`src/rtl/hazard_unit_pkg.sv`:
```
// hazard_unit_pkg: shared pipeline types for the hazard unit.
//   hz_state_e - hazard FSM state (RUN / STALL / BRANCH)
//   reg_idx_t  - 4-bit architectural register index
//   PC_IDX     - index of the PC (r15); compared like any other register
//   src_hit()  - dependency match of an ID-stage instruction against one
//                in-flight writer
package hazard_unit_pkg;

  typedef enum logic [1:0] {
    ST_RUN    = 2'd0,
    ST_STALL  = 2'd1,
    ST_BRANCH = 2'd2
  } hz_state_e;

  typedef logic [3:0] reg_idx_t;

  localparam reg_idx_t PC_IDX = 4'd15;

  function automatic logic src_hit(
    input logic     id_valid,
    input logic     wb_en,
    input reg_idx_t dest,
    input reg_idx_t src1,
    input reg_idx_t src2,
    input logic     two_src
  );
    return id_valid & wb_en & ((dest == src1) | (two_src & (dest == src2)));
  endfunction

endpackage

```
`src/rtl/hazard_unit_if.sv`:
```
// hazard_unit_if: ID/EX hazard signals between the pipeline and the hazard unit.
//   master - pipeline side: drives ID/EX status, receives control/counters
//   slave  - hazard unit side
interface hazard_unit_if;
  import hazard_unit_pkg::*;

  logic        id_valid;
  reg_idx_t    src1;
  reg_idx_t    src2;
  logic        two_src;
  reg_idx_t    ex_dest;
  logic        ex_wb_en;
  logic        ex_mem_read;
  logic        ex_branch_taken;
  logic        freeze;
  logic        flush_if_id;
  logic        flush_id_ex;
  logic        hazard_err;
  logic [15:0] stall_cnt;
  logic [15:0] flush_cnt;

  modport master (
    output id_valid, src1, src2, two_src, ex_dest, ex_wb_en, ex_mem_read,
           ex_branch_taken,
    input  freeze, flush_if_id, flush_id_ex, hazard_err, stall_cnt, flush_cnt
  );

  modport slave (
    input  id_valid, src1, src2, two_src, ex_dest, ex_wb_en, ex_mem_read,
           ex_branch_taken,
    output freeze, flush_if_id, flush_id_ex, hazard_err, stall_cnt, flush_cnt
  );
endinterface

```
`src/rtl/hazard_unit_sat_counter16.sv`:
```
// sat_counter16: 16-bit event counter that sticks at 16'hFFFF.
//   clk - clock, rst - async active-low reset
//   inc - count this edge
//   cnt - current count
module sat_counter16 (
  input  logic        clk,
  input  logic        rst,
  input  logic        inc,
  output logic [15:0] cnt
);
  logic [15:0] cnt_q, cnt_d;

  always_comb begin
    cnt_d = cnt_q;
    if (inc && cnt_q != 16'hFFFF) cnt_d = cnt_q + 16'd1;
  end

  always_ff @(posedge clk or negedge rst) begin
    if (!rst) cnt_q <= '0;
    else      cnt_q <= cnt_d;
  end

  assign cnt = cnt_q;
endmodule

```
`src/rtl/hazard_unit.sv`:
```
// hazard_unit: data-hazard stall / branch-flush control for a 5-stage pipe.
//   clk, rst  - clock, async active-low reset
//   hif       - hazard_unit_if.slave: ID sources, ID/EX status, control
//               outputs (freeze, flush_if_id, flush_id_ex), sticky
//               hazard_err, saturating stall_cnt / flush_cnt
//   STALL_MAX - consecutive stall cycles that raise hazard_err
// Build option FORWARDING_EN: only load-use hazards against EX stall;
// otherwise any dependency on EX or MEM stalls.
// Control outputs are purely combinational; only bookkeeping is registered.
module hazard_unit
  import hazard_unit_pkg::*;
#(
  parameter int STALL_MAX = 3
) (
  input  logic          clk,
  input  logic          rst,
  hazard_unit_if.slave  hif
);
  localparam int RW = $clog2(STALL_MAX + 1);

  hz_state_e       state_q, state_d;
  logic [RW-1:0]   run_len_q, run_len_d;
  reg_idx_t        mem_dest_q, mem_dest_d;
  logic            mem_wb_en_q, mem_wb_en_d;
  logic            hazard_err_q, hazard_err_d;
  logic            hit_ex, hit_mem, stall;
  logic            freeze, flush_if_id, flush_id_ex;

  assign hit_ex  = src_hit(hif.id_valid, hif.ex_wb_en, hif.ex_dest,
                           hif.src1, hif.src2, hif.two_src);
  assign hit_mem = src_hit(hif.id_valid, mem_wb_en_q, mem_dest_q,
                           hif.src1, hif.src2, hif.two_src);

`ifdef FORWARDING_EN
  // MEM results are forwarded; only a load in EX cannot be.
  assign stall = hit_ex & hif.ex_mem_read;
  logic unused_hit_mem;
  assign unused_hit_mem = hit_mem;
`else
  assign stall = hit_ex | hit_mem;
  logic unused_mem_read;
  assign unused_mem_read = hif.ex_mem_read;
`endif

  // Shadow of the ID/EX destination: the instruction now moving into MEM.
  assign mem_dest_d  = hif.ex_dest;
  assign mem_wb_en_d = hif.ex_wb_en;

  // State register
  always_ff @(posedge clk or negedge rst) begin
    if (!rst) begin
      state_q      <= ST_RUN;
      run_len_q    <= '0;
      mem_dest_q   <= '0;
      mem_wb_en_q  <= 1'b0;
      hazard_err_q <= 1'b0;
    end else begin
      state_q      <= state_d;
      run_len_q    <= run_len_d;
      mem_dest_q   <= mem_dest_d;
      mem_wb_en_q  <= mem_wb_en_d;
      hazard_err_q <= hazard_err_d;
    end
  end

  // Next-state: same decision from every state; branch wins.
  always_comb begin
    state_d = ST_RUN;
    if (hif.ex_branch_taken) state_d = ST_BRANCH;
    else if (stall)          state_d = ST_STALL;

    run_len_d = '0;
    if (state_d == ST_STALL) begin
      if (state_q != ST_STALL)                 run_len_d = RW'(1);
      else if (run_len_q < RW'(STALL_MAX))     run_len_d = run_len_q + RW'(1);
      else                                     run_len_d = run_len_q;
    end

    // Looking at run_len_d sets the error on the edge the run hits the limit.
    hazard_err_d = hazard_err_q | (run_len_d == RW'(STALL_MAX));
  end

  // Outputs: branch overrides stall so the squashed instruction is not held.
  always_comb begin
    freeze      = stall & ~hif.ex_branch_taken;
    flush_if_id = hif.ex_branch_taken;
    flush_id_ex = stall | hif.ex_branch_taken;
  end

  assign hif.freeze      = freeze;
  assign hif.flush_if_id = flush_if_id;
  assign hif.flush_id_ex = flush_id_ex;
  assign hif.hazard_err  = hazard_err_q;

  sat_counter16 u_stall_cnt (
    .clk (clk),
    .rst (rst),
    .inc (freeze),
    .cnt (hif.stall_cnt)
  );

  sat_counter16 u_flush_cnt (
    .clk (clk),
    .rst (rst),
    .inc (hif.ex_branch_taken),
    .cnt (hif.flush_cnt)
  );
endmodule

```
`src/flat_wrapper.sv`:
```
// flat-port wrapper written by rule: the top's interface ports become plain ports
module hazard_unit_flat import hazard_unit_pkg::*;
#(
  parameter int STALL_MAX = 3
)
  (clk, rst, hif_id_valid, hif_src1, hif_src2, hif_two_src, hif_ex_dest, hif_ex_wb_en, hif_ex_mem_read, hif_ex_branch_taken, hif_freeze, hif_flush_if_id, hif_flush_id_ex, hif_hazard_err, hif_stall_cnt, hif_flush_cnt);
  hazard_unit_if hif_i ();
  input  logic clk;
  input  logic rst;
  input wire logic [$bits(hif_i.id_valid)-1:0] hif_id_valid;
  input wire logic [$bits(hif_i.src1)-1:0] hif_src1;
  input wire logic [$bits(hif_i.src2)-1:0] hif_src2;
  input wire logic [$bits(hif_i.two_src)-1:0] hif_two_src;
  input wire logic [$bits(hif_i.ex_dest)-1:0] hif_ex_dest;
  input wire logic [$bits(hif_i.ex_wb_en)-1:0] hif_ex_wb_en;
  input wire logic [$bits(hif_i.ex_mem_read)-1:0] hif_ex_mem_read;
  input wire logic [$bits(hif_i.ex_branch_taken)-1:0] hif_ex_branch_taken;
  output wire logic [$bits(hif_i.freeze)-1:0] hif_freeze;
  output wire logic [$bits(hif_i.flush_if_id)-1:0] hif_flush_if_id;
  output wire logic [$bits(hif_i.flush_id_ex)-1:0] hif_flush_id_ex;
  output wire logic [$bits(hif_i.hazard_err)-1:0] hif_hazard_err;
  output wire logic [$bits(hif_i.stall_cnt)-1:0] hif_stall_cnt;
  output wire logic [$bits(hif_i.flush_cnt)-1:0] hif_flush_cnt;
  assign hif_i.id_valid = hif_id_valid;
  assign hif_i.src1 = hif_src1;
  assign hif_i.src2 = hif_src2;
  assign hif_i.two_src = hif_two_src;
  assign hif_i.ex_dest = hif_ex_dest;
  assign hif_i.ex_wb_en = hif_ex_wb_en;
  assign hif_i.ex_mem_read = hif_ex_mem_read;
  assign hif_i.ex_branch_taken = hif_ex_branch_taken;
  assign hif_freeze = hif_i.freeze;
  assign hif_flush_if_id = hif_i.flush_if_id;
  assign hif_flush_id_ex = hif_i.flush_id_ex;
  assign hif_hazard_err = hif_i.hazard_err;
  assign hif_stall_cnt = hif_i.stall_cnt;
  assign hif_flush_cnt = hif_i.flush_cnt;
  hazard_unit #(.STALL_MAX(STALL_MAX)) u_core (.clk(clk), .rst(rst), .hif(hif_i));
endmodule
```
`config.mk`:
```
export PLATFORM = sky130hd
export DESIGN_NAME = hazard_unit_flat
export DESIGN_NICKNAME = d
export VERILOG_FILES = /design/src/rtl/hazard_unit_pkg.sv /design/src/rtl/hazard_unit_if.sv /design/src/rtl/hazard_unit_sat_counter16.sv /design/src/rtl/hazard_unit.sv /design/src/flat_wrapper.sv
export SDC_FILE = /design/constraint.sdc
export NUM_CORES = 1
export LEC_CHECK = 0
export ABC_AREA = 1
export BUFFER_PORTS_ARGS = -buffer_cell sky130_fd_sc_hd__buf_4
export CORE_AREA = 2 2 82 84
export CTS_CLUSTER_DIAMETER = 100
export CTS_CLUSTER_SIZE = 8
export DETAILED_ROUTE_END_ITERATION = 12
export DIE_AREA = 0 0 84 86
export GPL_TIMING_DRIVEN = 0
export PLACE_DENSITY = 0.68
export SLEW_MARGIN = 30
export SYNTH_ARGS = -nofsm -noshare
export SYNTH_HDL_FRONTEND = slang
export SYNTH_SLANG_ARGS = --single-unit
```
`constraint.sdc`:
```
create_clock -name clk -period 2.2 [get_ports clk]
set_input_delay 0.55 -clock clk [delete_from_list [all_inputs] [get_ports clk]]
set_output_delay 0.55 -clock clk [all_outputs]
set_load 0.02 [all_outputs]
```
==> results.yml <==
power:
  power.ir.vdd_worst_mv: 0.590
  combinationalPowerShare: 0.265
  p_per_area_mw_per_mm2: 643
  leakage_power_nw: 1.68
  cellInternalPower_mw: 1.31
  power.share.clock: 0.238
  p_sw_uw: 654
  power.switching_fraction: 0.333
  power_frac_seq: 0.498
floorplan:
  core_area_mm2: 0.00628
  starting_utilization_of_the_core_area: 0.391
  design.portCount: 55
  dieWidth_um: 84
  row_count: 29
  die_area_mm2: 0.00722
  chipHeight_um: 86
timing:
  finalSetupViolCount: 0
  final-hold-violation-count: 0
  drv_slew: 0
  fmax_mhz: 487
  max_slew_margin: 0.640
  setup_tns_final_ns: 0
  setup_repair_after_global_routing_missed_its_margin: "true"
  final.min_clock_period_ns: 2.05
  fin_hold_ws_ns: 0.252
  worst_slew_pin_slew_ns: 0.540
  finalClockSkew_ns: 0.00652
  min_period_over_period: 0.933
finish:
  num_antenna_cells: 0
  final_layout_size_suffix_gt1_frac: 0.208
  layout-area-overhead-vs-synth_pct: 24.1
  finalCoreUtilization: 0.486
  finish.net_count: 401
  fin_cells: 457
critical_path:
  worstSetupPathType: "reg -> out"
  cp.arrival_ns: 1.50
  timing.critical_path.to_type: "output port"
  worstRegToRegCells: 7
  crit_path_start_kind: "flop"
  setup.reg_to_reg.worst_slack_ns: 0.54
  crit_fanout: 6
  r2r_end: "u_core.u_stall_cnt.cnt[13]"
  critical_path_required_ns: 1.65
  worst_r2r_startpoint: "u_core.u_stall_cnt.cnt[0]"
grt:
  grt_usage: 0.157
  grt_first_pass_wirelength_um: 9290
  first_global_vias: 2055
  grt_max_degree: 43
  global_route.overflow_total: 0
  antenna_found_initial: 0
synthesis:
  yosys_register_bits: 42
  synth.most_common_cell: "sky130_fd_sc_hd__nand2_1"
  synth_area_leader_cell: "sky130_fd_sc_hd__dfrtp_1"
  synth.top_cell.area_share: 0.428
  seq_area_frac_synth: 0.428
  post_synth.cell_area_avg_um2: 7.73
  synth_commonest_cells: "sky130_fd_sc_hd__nand2_1, sky130_fd_sc_hd__dfrtp_1, sky130_fd_sc_hd__nor2_1, sky130_fd_sc_hd__inv_1, sky130_fd_sc_hd__nand4_1"
  synth-edff-count: 0
  synth_flop_cell: "sky130_fd_sc_hd__dfrtp_1"
  ys.warnings.count: 0
  synth.distinct_cells: 24
  post_synthesis_async_set_or_reset_flop_share: 1.00
  synth_top_cells_by_area: "sky130_fd_sc_hd__dfrtp_1, sky130_fd_sc_hd__nand2_1, sky130_fd_sc_hd__xor2_1, sky130_fd_sc_hd__nor2_1, sky130_fd_sc_hd__inv_1"
  netlist_area_before_placement_mm2: 0.00246
  syn_nets: 339
  synthesis.instances: 318
clock_network:
  clock_sink_count: 42
  cts_made_buffers: 5
  htree_levels: 2
  tritoncts: "built"
  postCtsHoldBufs: 0
  cts-root-buf: "sky130_fd_sc_hd__clkbuf_8"
  clock_path_buffers: 2
  clk_latency_ns: 0.28
  clk_pin_slew_ns: 0.07
detailed_routing:
  postRouteWirelength_um: 5320
  drt-initial-drc-count: 97
  detail_route.drc_violations: 0
  wl_per_cell_um: 11.6
  via_count: 2133
  ant_nets: 0
  post_dr_vias_cell: 4.67
  first_pass_iters: 4
place:
  place.detailed.instances: 448
  place_hpwl_um: 3990
  portBuffers: 53
  gp_congestion: 0.845
run:
  max_cap_viol_count: 0
worst_hold_path:
  hold_path_class: "in -> async"
outcome:
  result_of_the_run: "finished, final reports clean"
[registers in the layout, indices dropped and copies added, names as in the netlist]
| name | cells |
|---|---|
| u_core.u_flush_cnt.cnt | 16 |
| u_core.u_stall_cnt.cnt | 16 |
| u_core.mem_dest_q | 4 |
| u_core.run_len_q | 2 |
| u_core.state_q | 2 |
| u_core.hif.hazard_err | 1 |
| u_core.mem_wb_en_q | 1 |
[logic make-up after synthesis]
group	count (synthesis)	synth area share
flops	42	0.428
buf+inv	43	0.0810
xor+xnor	31	0.110
simple gates	195	0.360
fa+ha+maj	2	0.0102
compound gates	5	0.0102
[power groups by stage]
| stage | Sequential [mW] | Combinational [mW] | Clock, mW |
|---|---|---|---|
| 3_3_place_gp | 0.989 | 0.512 | 0 |
| 6_report | 0.976 | 0.519 | 0.466 |
| 3_5_place_dp | 0.991 | 0.523 | 0 |
| 2_1_floorplan | 1.07 | 0.206 | 0 |
| 5_1_grt | 0.997 | 0.576 | 0.523 |
| 4_1_cts | 0.978 | 0.520 | 0.495 |
[worst max-delay path, cell delays in order, from the launching register on]
cell                      delay [ns]
sky130_fd_sc_hd__dfrtp_1        0.41
sky130_fd_sc_hd__nand2_1        0.07
sky130_fd_sc_hd__nand2_1        0.05
sky130_fd_sc_hd__nor2_1         0.11
sky130_fd_sc_hd__nand3_1        0.09
sky130_fd_sc_hd__nand2_1        0.08
sky130_fd_sc_hd__nand2_2        0.07
sky130_fd_sc_hd__nand2_4        0.11
sky130_fd_sc_hd__nand2_4        0.07
sky130_fd_sc_hd__inv_4          0.06
sky130_fd_sc_hd__buf_6          0.11
[metrics by stage]
| stage | total power, mW | worst slack (ns) | instance area (um^2) |
|---|---|---|---|
| after floorplan | 1.28 | 0.267 | 2460 |
| after global placement | 1.50 | -0.0500 | 2950 |
| after detailed placement | 1.51 | -0.0649 | 2950 |
| after CTS | 1.99 | 0.0195 | 3020 |
| after global routing | 2.10 | -0.0200 | 3050 |
| final | 1.96 | 0.147 | 3050 |
[worst max-delay path by stage]
stage	startpoint	endpoint	slack [ns]
after floorplan	hif_src2[3]	hif_freeze	0.27
after global placement	hif_ex_dest[1]	hif_freeze	-0.05
after detailed placement	hif_ex_dest[1]	hif_freeze	-0.06
after CTS	u_core.mem_dest_q[3]	hif_freeze	0.02
after global routing	u_core.mem_dest_q[2]	hif_freeze	-0.02
final	u_core.mem_dest_q[0]	hif_freeze	0.15
[layout by cell type (no fill, tap or decap), types with 2 or more instances in the layout]
| cell | n |
|---|---|
| sky130_fd_sc_hd__buf_2 | 3 |
| sky130_fd_sc_hd__buf_4 | 57 |
| sky130_fd_sc_hd__buf_6 | 3 |
| sky130_fd_sc_hd__clkbuf_1 | 2 |
| sky130_fd_sc_hd__clkbuf_8 | 5 |
| sky130_fd_sc_hd__dfrtp_1 | 42 |
| sky130_fd_sc_hd__ha_1 | 2 |
| sky130_fd_sc_hd__inv_1 | 33 |
| sky130_fd_sc_hd__nand2_1 | 111 |
| sky130_fd_sc_hd__nand2_2 | 2 |
| sky130_fd_sc_hd__nand2_4 | 2 |
| sky130_fd_sc_hd__nand3_1 | 14 |
| sky130_fd_sc_hd__nand3_4 | 2 |
| sky130_fd_sc_hd__nand4_1 | 19 |
| sky130_fd_sc_hd__nor2_1 | 37 |
| sky130_fd_sc_hd__nor3_1 | 4 |
| sky130_fd_sc_hd__o21ai_0 | 3 |
| sky130_fd_sc_hd__xnor2_1 | 14 |
| sky130_fd_sc_hd__xor2_1 | 17 |
[per-layer routing]
layer | track usage | wire length (um) | share of wire | up-vias
met5 | 0 | 0 | 0 | -
met4 | 0.0411 | 30 | 0.0056 | 0
met3 | 0.0318 | 182 | 0.034 | 2
met2 | 0.269 | 2540 | 0.48 | 41
met1 | 0.205 | 2570 | 0.48 | 975
li1 | - | - | - | 1115
[cell type report]
type | count | area (um^2)
fillers | 607 | 3230
inverters | 35 | 134
multi-input cells | 233 | 1210
clock buffers | 7 | 76.3
flip-flops and latches | 42 | 1050
well taps | 77 | 96.3
repair buffers | 56 | 424
plain buffers | 7 | 52.6
[what timing repair did]
item	CTS	global route
buffers inserted	0	3
pin swaps	0	3
gates resized for setup	2	4
endpoints found under the setup margin	1	1
No activity file was read; power rests on OpenSTA's default activity.
